`src/rtl/vdp18_access_sched.sv`:
```
// VDP18 per-slot VRAM access scheduler: picks the access type of every slot,
// grants free slots to the CPU and runs the per-line sprite test that feeds
// the sprite fetch slots.
package vdp18_pkg;
  typedef enum logic [1:0] {GRAPH1, GRAPH2, MULTIC, TEXTM} opmode_t;
  typedef enum logic [3:0] {
    AC_NONE, AC_CPU, AC_PNT, AC_PCT, AC_PGT, AC_STST,
    AC_SATY, AC_SATX, AC_SATN, AC_SATC, AC_SPTH, AC_SPTL
  } access_t;
endpackage

module vdp18_access_sched
  import vdp18_pkg::*;
#(
  parameter int NUM_SLOTS = 171,
  parameter int SPR_MAX   = 4
) (
  input  logic       clk_i,
  input  logic       reset_n_i,
  input  logic       clk_en_acc_i,
  input  logic       line_start_i,
  input  opmode_t    opmode_i,
  input  logic       vert_active_i,
  input  logic       blank_i,
  input  logic       cpu_req_i,
  output logic       cpu_ack_o,
  input  logic       spr_hit_i,
  input  logic       spr_term_i,
  output access_t    access_type_o,
  output logic [4:0] spr_num_o,
  output logic       spr_5th_o,
  output logic [4:0] spr_5th_num_o
);

  localparam int SLOT_W = $clog2(NUM_SLOTS);
  localparam int CNT_W  = $clog2(SPR_MAX + 1);

  typedef enum logic [1:0] {ST_IDLE, ST_ACTIVE, ST_DONE} stst_t;

  logic [SLOT_W-1:0] slot_q, slot_nx;
  logic              ovr_q, ovr_nx;
  logic              gap_q, gap_nx;
  stst_t             st_q, st_nx;
  logic [CNT_W-1:0]  found_q, found_nx;
  logic [4:0]        list_q  [SPR_MAX];
  logic [4:0]        list_nx [SPR_MAX];
  logic              spr_5th_nx;
  logic [4:0]        spr_5th_num_nx;
  access_t           type_nx;
  logic [4:0]        num_nx;

  logic              graph;
  logic              eligible;
  logic              block;
  logic [4:0]        grp;
  logic [SLOT_W-1:0] off, k, sub, mod3;

  // The ack is tied to the strobe that closes an AC_CPU slot; gating with
  // reset drops a grant that is interrupted by reset.
  assign cpu_ack_o = clk_en_acc_i & reset_n_i & (access_type_o == AC_CPU);

  // Next-slot decode: slot counter, sprite test FSM, list and access type.
  always_comb begin
    slot_nx        = slot_q;
    ovr_nx         = ovr_q;
    gap_nx         = gap_q;
    st_nx          = st_q;
    found_nx       = found_q;
    list_nx        = list_q;
    spr_5th_nx     = spr_5th_o;
    spr_5th_num_nx = spr_5th_num_o;
    type_nx        = access_type_o;
    num_nx         = spr_num_o;
    graph          = (opmode_i != TEXTM);
    eligible       = 1'b0;
    block          = 1'b0;
    grp            = '0;
    off            = '0;
    k              = '0;
    sub            = '0;
    mod3           = '0;

    if (clk_en_acc_i) begin
      if (line_start_i || slot_q == SLOT_W'(NUM_SLOTS - 1)) slot_nx = '0;
      else slot_nx = slot_q + 1'b1;

      // Result of the sprite just tested arrives with the strobe closing its slot.
      if (access_type_o == AC_STST && st_q == ST_ACTIVE) begin
        if (spr_term_i) begin
          st_nx = ST_DONE;
        end else if (spr_hit_i && found_q < CNT_W'(SPR_MAX)) begin
          for (int i = 0; i < SPR_MAX; i++)
            if (found_q == CNT_W'(i)) list_nx[i] = spr_num_o;
          found_nx = found_q + 1'b1;
          if (spr_num_o == 5'd31) st_nx = ST_DONE;
        end else if (spr_hit_i) begin
          spr_5th_nx     = 1'b1;
          spr_5th_num_nx = spr_num_o;
          st_nx          = ST_DONE;
        end else if (spr_num_o == 5'd31) begin
          st_nx = ST_DONE;
        end
      end

      // A test cannot survive a switch to text mode.
      if (!graph && st_nx == ST_ACTIVE) st_nx = ST_DONE;

      // Line start: latch the whole-line override and arm a new sprite test.
      if (slot_nx == '0) begin
        ovr_nx = blank_i | ~vert_active_i;
        if (graph && !ovr_nx) begin
          st_nx      = ST_ACTIVE;
          found_nx   = '0;
          spr_5th_nx = 1'b0;
          for (int i = 0; i < SPR_MAX; i++) list_nx[i] = '0;
        end else begin
          st_nx = ST_IDLE;
        end
      end

      type_nx = AC_NONE;
      num_nx  = '0;
      if (ovr_nx) begin
        eligible = 1'b1;
      end else if (graph) begin
        if (slot_nx < SLOT_W'(128)) begin
          grp = slot_nx[6:2];
          case (slot_nx[1:0])
            2'd0: type_nx = AC_PNT;
            2'd1: if (opmode_i == MULTIC) eligible = 1'b1; else type_nx = AC_PCT;
            2'd2: type_nx = AC_PGT;
            default: begin
              if (st_nx == ST_ACTIVE) begin
                type_nx = AC_STST;
                num_nx  = grp;
              end else begin
                eligible = 1'b1;
              end
            end
          endcase
        end else if (slot_nx < SLOT_W'(152)) begin
          off = slot_nx - SLOT_W'(128);
          k   = off / SLOT_W'(6);
          sub = off % SLOT_W'(6);
          if (k < SLOT_W'(found_nx)) begin
            case (sub)
              SLOT_W'(0): type_nx = AC_SATY;
              SLOT_W'(1): type_nx = AC_SATX;
              SLOT_W'(2): type_nx = AC_SATN;
              SLOT_W'(3): type_nx = AC_SATC;
              SLOT_W'(4): type_nx = AC_SPTH;
              default:    type_nx = AC_SPTL;
            endcase
            for (int i = 0; i < SPR_MAX; i++)
              if (k == SLOT_W'(i)) num_nx = list_nx[i];
          end else begin
            eligible = 1'b1;
          end
        end else begin
          eligible = 1'b1;
        end
      end else begin
        if (slot_nx < SLOT_W'(120)) begin
          mod3 = slot_nx % SLOT_W'(3);
          if (mod3 == SLOT_W'(0)) type_nx = AC_PNT;
          else if (mod3 == SLOT_W'(1)) type_nx = AC_PGT;
          else eligible = 1'b1;
        end else begin
          eligible = 1'b1;
        end
      end

      // After an ack the next free slot is withheld so the requester can drop req.
      block = (access_type_o == AC_CPU) | gap_q;
      if (eligible) begin
        if (cpu_req_i && !block) type_nx = AC_CPU;
        gap_nx = 1'b0;
      end else begin
        gap_nx = block;
      end
    end
  end

  // State and registered outputs, synchronous active-low reset.
  always_ff @(posedge clk_i) begin
    if (!reset_n_i) begin
      slot_q        <= '0;
      ovr_q         <= 1'b0;
      gap_q         <= 1'b0;
      st_q          <= ST_IDLE;
      found_q       <= '0;
      for (int i = 0; i < SPR_MAX; i++) list_q[i] <= '0;
      access_type_o <= AC_NONE;
      spr_num_o     <= '0;
      spr_5th_o     <= 1'b0;
      spr_5th_num_o <= '0;
    end else begin
      slot_q        <= slot_nx;
      ovr_q         <= ovr_nx;
      gap_q         <= gap_nx;
      st_q          <= st_nx;
      found_q       <= found_nx;
      list_q        <= list_nx;
      access_type_o <= type_nx;
      spr_num_o     <= num_nx;
      spr_5th_o     <= spr_5th_nx;
      spr_5th_num_o <= spr_5th_num_nx;
    end
  end

endmodule

```
`config.mk`:
```
export PLATFORM = sky130hd
export DESIGN_NAME = vdp18_access_sched
export DESIGN_NICKNAME = d
export VERILOG_FILES = /design/src/rtl/vdp18_access_sched.sv
export SDC_FILE = /design/constraint.sdc
export NUM_CORES = 1
export LEC_CHECK = 0
export BUFFER_PORTS_ARGS = -buffer_cell sky130_fd_sc_hd__buf_2
export CAP_MARGIN = 20
export CELL_PAD_IN_SITES_DETAIL_PLACEMENT = 2
export CELL_PAD_IN_SITES_GLOBAL_PLACEMENT = 2
export CORE_ASPECT_RATIO = 0.5
export CORE_UTILIZATION = 35
export DETAILED_ROUTE_END_ITERATION = 10
export GPL_TIMING_DRIVEN = 1
export PLACE_DENSITY_LB_ADDON = 0.2
export SLEW_MARGIN = 20
export SYNTH_ARGS = -nofsm -noshare
export SYNTH_HDL_FRONTEND = slang
export SYNTH_SLANG_ARGS = --single-unit
```
`constraint.sdc`:
```
create_clock -name clk_i -period 5.9 [get_ports clk_i]
set_input_delay 1.475 -clock clk_i [delete_from_list [all_inputs] [get_ports clk_i]]
set_output_delay 1.475 -clock clk_i [all_outputs]
set_load 0.02 [all_outputs]
```
==> flow_summary.toml, run 1 <==
[run_status]
run_status = "finished, final reports clean"

[clock_tree]
clockRootBuffer = "clkbuf_16"
clk_pin_slew_ps = 70
cts_tree = "done"
h-tree-depth = 2
clk_path_buf_depth = 2
numClockSinks = 50
clock_latency_ps = 290
numCtsBuffers = 5

[hold_path]
hold_path_end = "spr_5th_o"
min_path_cells = 2
hp-start = "spr_5th_o"
hp-class = "reg2reg"

[logic_synthesis]
yosys_warnings = 0
synth.avg_cell_area_um2 = 7.72
synth_cell_types = 84
synth-seq-cells = 50
synth_ff_type = "dfxtp_1"
syn_inst = 575
ys_seq_area_share_pct = 22.6
syn_area_mm2 = 0.00444
syn_nets = 598
synth_edf_count = 0
async_reset_ff_share_pct = 0

[finish]
finalNonFillerCells = 746
antennaDiodeCount = 0
drive_gt1_share_pct = 13.6
fin_area_mm2 = 0.00484
layout.nets = 603
area_delta_synth_final_pct = 9.02

[timing]
maxSlewHeadroom_pct = 45.4
fin_crit_sh_pct = 91.2
tightest_slew_ps = 816
hold_viol_final = 0
report.final.slew_viol_count = 0
finalSetupTns_ps = 0
rsz0062_at_grt = "false"
whs_ps = 475
setup_violations = 0
fin_crit_ps = 5380
clock_skew_ps = 4.35
clock.fmax_mhz = 186

[setup_path]
r2r_slack_ps = 520
r2r.worst_path.cells = 17
startpoint_type = "register"
path_max_fanout = 10
critPathRequiredTime_ps = 6090
r2r_start = "slot_q[0]"
rr_endpoint = "access_type_o[0]"
end_kind = "register"
worstPathArrival_ps = 5570
crit_type = "reg2reg"

[power]
vdd_ir_drop_max_mv = 0.111
p_leak_nw = 1.71
powerDensity_mw_per_mm2 = 149

[placement]
dp.cells = 738
routabilityCongestion = 0.900
numPortBuffers = 26
dpl.hpwl_mm = 12.5
dpl_cell_area_mm2 = 0.00468

[floorplan]
num_rows = 28
die-area_mm2 = 0.0132
floorplan.io_pins = 27
initial_core_util_pct = 36.7
die_y_um = 81.6
die_x_um = 161
coreArea_mm2 = 0.0121

[drt]
drc = 0
ant_nets = 0
routed_via_density = 6.27
routed_wl_mm = 16.9
firstDrtPassIters = 5
initialDrtViolationCount = 250
wl_per_cell_um = 22.6
num_vias = 4681

[global_routing]
grt_pass1_vias = 4704
grtUsageTotal_pct = 26.0
grt_max_degree = 54
overflow = 0
antenna_found_initial = 0
grt_pass1_wl_mm = 26.8

[run]
maxCapViolCount = 0
-- layer usage --
layer / global-route usage [%] / vias to the layer above / wire length, um
li1: - / 2193 / -
met1: 36.7 / 2412 / 8670
met2: 44.1 / 67 / 7730
met3: 2.53 / 9 / 413
met4: 3.30 / 0 / 79
met5: 0 / - / 0
-- flip-flops by register name, indices dropped and copies added (netlist names), 2 cells and up --
register / flops
access_type_o: 4
found_q: 3
list_q: 20
slot_q: 8
spr_5th_num_o: 5
spr_num_o: 5
st_q: 2
-- cell usage in the layout (no fill, tap or decap), types with 12 or more instances in the layout --
master    n
mux2i_1  18
nor3_1   17
dfxtp_1  50
nand2_1  43
a32oi_1  23
nor2_1   39
ha_1     12
buf_2    26
o21ai_0  25
a21oi_1  26
inv_1    16
nand3_1  16
nor2b_1  41
-- report_power, final --
part | switching, mW | internal, mW | total, mW
combinational | 0.0498 | 0.0284 | 0.0782
sequential | 0.00469 | 0.340 | 0.345
clock | 0.139 | 0.158 | 0.297
total | 0.194 | 0.526 | 0.720
-- critical path, cell delays in order (launching register included) --
cell and delay (ps):
dfxtp_1 620, inv_1 300, ha_1 350, a31oi_1 480, o31ai_2 210, a32oi_1 440, nor2_1 130, o211ai_1 400
nor2b_1 200, ha_1 400, nor2_1 130, o211ai_1 110, o21ai_0 110, ha_1 250, or4_4 580, nor4_4 320
o31ai_1 110, o2bb2ai_1 130
-- how the worst max path moves through the flow --
| stage | start | to | slack, ps |
|---|---|---|---|
| after floorplan | line_start_i | access_type_o[0] | 600 |
| after global placement | line_start_i | access_type_o[0] | 470 |
| after detailed placement | line_start_i | access_type_o[0] | 320 |
| after CTS | slot_q[0] | access_type_o[0] | 510 |
| after global routing | slot_q[0] | gap_q | 50 |
| final | slot_q[0] | access_type_o[0] | 520 |
-- final cells by class --
| cell class | instances | area (um^2) |
|---|---|---|
| Sequential cell | 50 | 1000 |
| Inverter | 17 | 63.8 |
| Tap cell | 165 | 206 |
| Timing Repair Buffer | 36 | 205 |
| Multi-Input combinational cell | 470 | 3220 |
| Fill cell | 1429 | 7250 |
| Clock buffer | 5 | 125 |
| Clock inverter | 3 | 18.8 |
-- cell usage after synthesis, types with 4 or more instances --
cell      instances  area share (%)
a21boi_1          4            0.68
and2_1           10             1.4
ha_1             12             3.4
nor2b_1          41             5.8
or3_1             7            0.99
clkbuf_1         21             1.8
nand2b_1          7            0.99
a21oi_1          26             2.9
o21ai_1          10             1.1
o211ai_1         11             1.9
buf_2            14             1.6
and3_1            8             1.1
or2_2             6            0.85
mux2i_1          18             4.1
o31ai_1           8             1.4
nand2_1          43             3.6
o21ai_0          25             2.8
a32oi_1          23             4.5
a211oi_1          5            0.85
a21o_1            7             1.2
a22oi_1           4            0.68
a221oi_1          4            0.79
a31oi_1          10             1.4
dfxtp_1          50              23
nor3_1           17             1.9
nand3b_1          4            0.68
inv_1            16             1.4
mux2_2            4             1.0
xnor2_1           9             1.8
o22ai_1           6            0.85
o21a_1            5            0.85
nand3_1          16             1.8
nor2_1           39             3.3
nand4_1           4            0.56
-- timing repair --
action                     4_1_cts  5_1_grt
gates resized for setup          0        1
setup buffers                    0        0
hold buffers                     0        0
setup endpoints to repair        0        1
-- metrics by stage --
stage	setup slack [ps]	power, mW	util (%)
6_report	518	0.720	40.0
5_1_grt	54.8	0.749	40.0
4_1_cts	507	0.723	39.9
3_5_place_dp	321	0.430	38.7
3_3_place_gp	466	0.428	38.7
2_1_floorplan	596	0.404	-
-- cells by family after synthesis --
kind of cell | synth area share (%)
adder cells (fa/ha/maj) | 3.61
AND/OR/NAND/NOR | 27.2
XOR/XNOR | 2.54
flip-flops | 22.6
buffers and inverters | 5.22
multiplexers | 5.69
AO/OA/AOI/OAI | 33.2
Note: power is estimated with default switching activity, not from simulation.
==> run 2, diff against run 1 <==
- PLACE_DENSITY_LB_ADDON: 0.2 -> 0.1
==> run 2 against run 1 <==
  * Hold slack better by 4.9 ps
  * Largest cell class unchanged
  * Final area up 0.78%
  * Routed wire length fell by 1.7%
  * Non-clock buffer count is 3 higher
  * Highest routed layer unchanged
==> flow_summary.toml, run 2 (synthesis gave the netlist of run 1 again) <==
[hold_path]
hp-class = "reg2reg"
min_path_cells = 2
hold_path_end = "spr_5th_o"
hp-start = "spr_5th_o"

[finish]
final_cell_mix = "dfxtp_1 (50), nand2_1 (43), nor2b_1 (41)"
area_delta_synth_final_pct = 9.87
final_common_cell = "dfxtp_1"
top_regs = "list_q (20), slot_q (8)"
layout.nets = 606
antennaDiodeCount = 0
drive_gt1_share_pct = 13.7
finalNonFillerCells = 748
top_register = "list_q"
largest_reg_flops = 20

[power]
p_leak_nw = 1.74
p_comb_share_pct = 10.4
powerDensity_mw_per_mm2 = 154
p_switching_uw = 186
seq_power_share_pct = 45.8
clkPwrFrac_pct = 43.8
p_int_uw = 567
vdd_ir_drop_max_mv = 0.136
p_sw_share_pct = 24.7

[drt]
initialDrtViolationCount = 279
ant_nets = 0
drc = 0
wl_per_cell_um = 22.2
routed_via_density = 6.22
routed_wl_mm = 16.6
firstDrtPassIters = 5
num_vias = 4650

[floorplan]
die_x_um = 161
num_rows = 28
coreArea_mm2 = 0.0121
floorplan.io_pins = 27
initial_core_util_pct = 36.7
die-area_mm2 = 0.0132
die_y_um = 81.6

[clock_tree]
clk_path_buf_depth = 2
numCtsBuffers = 5
cts_hold_buf = 0
clk_pin_slew_ps = 70
ctsResizeCount = 0
numClockSinks = 50
h-tree-depth = 2
clock_latency_ps = 290
cts_setup_buffers = 0
cts_tree = "done"
clockRootBuffer = "clkbuf_16"

[timing]
worst_slack_ps = 538
setup_violations = 0
fin_crit_ps = 5360
whs_ps = 480
hold_viol_final = 0
fin_crit_sh_pct = 90.9
tightest_slew_ps = 732
clock.fmax_mhz = 187
clock_skew_ps = 6.60
report.final.slew_viol_count = 0
maxSlewHeadroom_pct = 51.0
finalSetupTns_ps = 0
rsz0062_at_grt = "false"

[global_routing]
overflow = 0
grtUsageTotal_pct = 25.7
grt_max_degree = 54
antenna_found_initial = 0
grt_pass1_vias = 4688
grt_pass1_wl_mm = 26.2

[setup_path]
cpPeakStageDelay_ps = 610
worstPathArrival_ps = 5510
path_max_fanout = 10
r2r_start = "slot_q[0]"
crit_type = "reg2reg"
startpoint_type = "register"
critPathRequiredTime_ps = 6050
crit_chain = "ha_1 -> and3_1 -> xnor2_2 -> o31ai_1 -> a32oi_1 -> o21ai_0 -> a21oi_1 -> or2_2 -> nor2b_1 -> ha_1 -> buf_4 -> a21oi_1 -> and3_1 -> o22a_1 -> a2111oi_0 -> a211oi_2 -> o31ai_1 -> a21oi_1"
crit_family = "compound AO/OA/AOI/OAI gates"
path_buf_inv = 1
crit_top_cell = "a21oi_1"
rr_endpoint = "gap_q"
r2r_slack_ps = 540
cpMaxStageDelayCell = "dfxtp_1"
end_kind = "register"
r2r.worst_path.cells = 18

[run]
maxCapViolCount = 0

[placement]
routabilityCongestion = 0.858
place_ws_ps = 432
dp.cells = 741
numPortBuffers = 26
dpl.hpwl_mm = 12.4

[run_status]
run_status = "finished, final reports clean"
run 2: cell types whose count changed in the layout (fill, tap and decap cells not counted), sizes merged:
cell,previous run,this run
buf,36,39
bufinv,0,1
clkinv,2,1
inv,18,17
run 2: worst reg2reg max path: stages, from the launching register on:
cell and delay, ps:
dfxtp_1 610, ha_1 420, and3_1 410, xnor2_2 200, o31ai_1 570, a32oi_1 270, o21ai_0 230, a21oi_1 130
or2_2 320, nor2b_1 130, ha_1 170, buf_4 180, a21oi_1 50, and3_1 240, o22a_1 220, a2111oi_0 470
a211oi_2 140, o31ai_1 350, a21oi_1 120
run 2: cell type report:
type / instances / area, um^2
timing repair buffer: 39 / 228
clock buffer: 5 / 125
clock inverter: 2 / 38.8
multi-input combinational: 470 / 3210
tap: 165 / 206
inverter: 17 / 63.8
sequential: 50 / 1000
fill: 1418 / 7210
run 2: metal layers:
metal	global-route usage, %	up-vias	wire (um)
met5	0	-	0
li1	-	2195	-
met4	5.57	0	175
met3	2.53	13	595
met1	35.6	2353	8350
met2	43.5	89	7480
run 2: how the worst max path moves through the flow:
| stage | slack (ps) | end | startpoint | cells after the start |
|---|---|---|---|---|
| final | 540 | gap_q | slot_q[0] | 18 |
| after global routing | 110 | gap_q | slot_q[0] | 18 |
| after CTS | 570 | gap_q | slot_q[0] | 18 |
| after detailed placement | 430 | gap_q | line_start_i | 18 |
| after global placement | 550 | gap_q | line_start_i | 18 |
| after floorplan | 600 | access_type_o[0] | line_start_i | 19 |
run 2: through the flow:
step / area, um^2 / power [mW] / util [%]
floorplan: 4440 / 0.404 / -
finish: 4880 / 0.753 / 40.3
detailed placement: 4700 / 0.430 / 38.9
global route: 4880 / 0.779 / 40.3
global placement: 4700 / 0.429 / 38.9
CTS: 4870 / 0.764 / 40.3
run 2: power by group through the flow:
stage          Clock, mW  Combinational (mW)  Sequential [mW]
2_1_floorplan          0              0.0520            0.352
3_3_place_gp           0              0.0761            0.352
3_5_place_dp           0              0.0775            0.353
4_1_cts            0.341              0.0780            0.345
5_1_grt            0.348              0.0856            0.345
6_report           0.330              0.0785            0.345
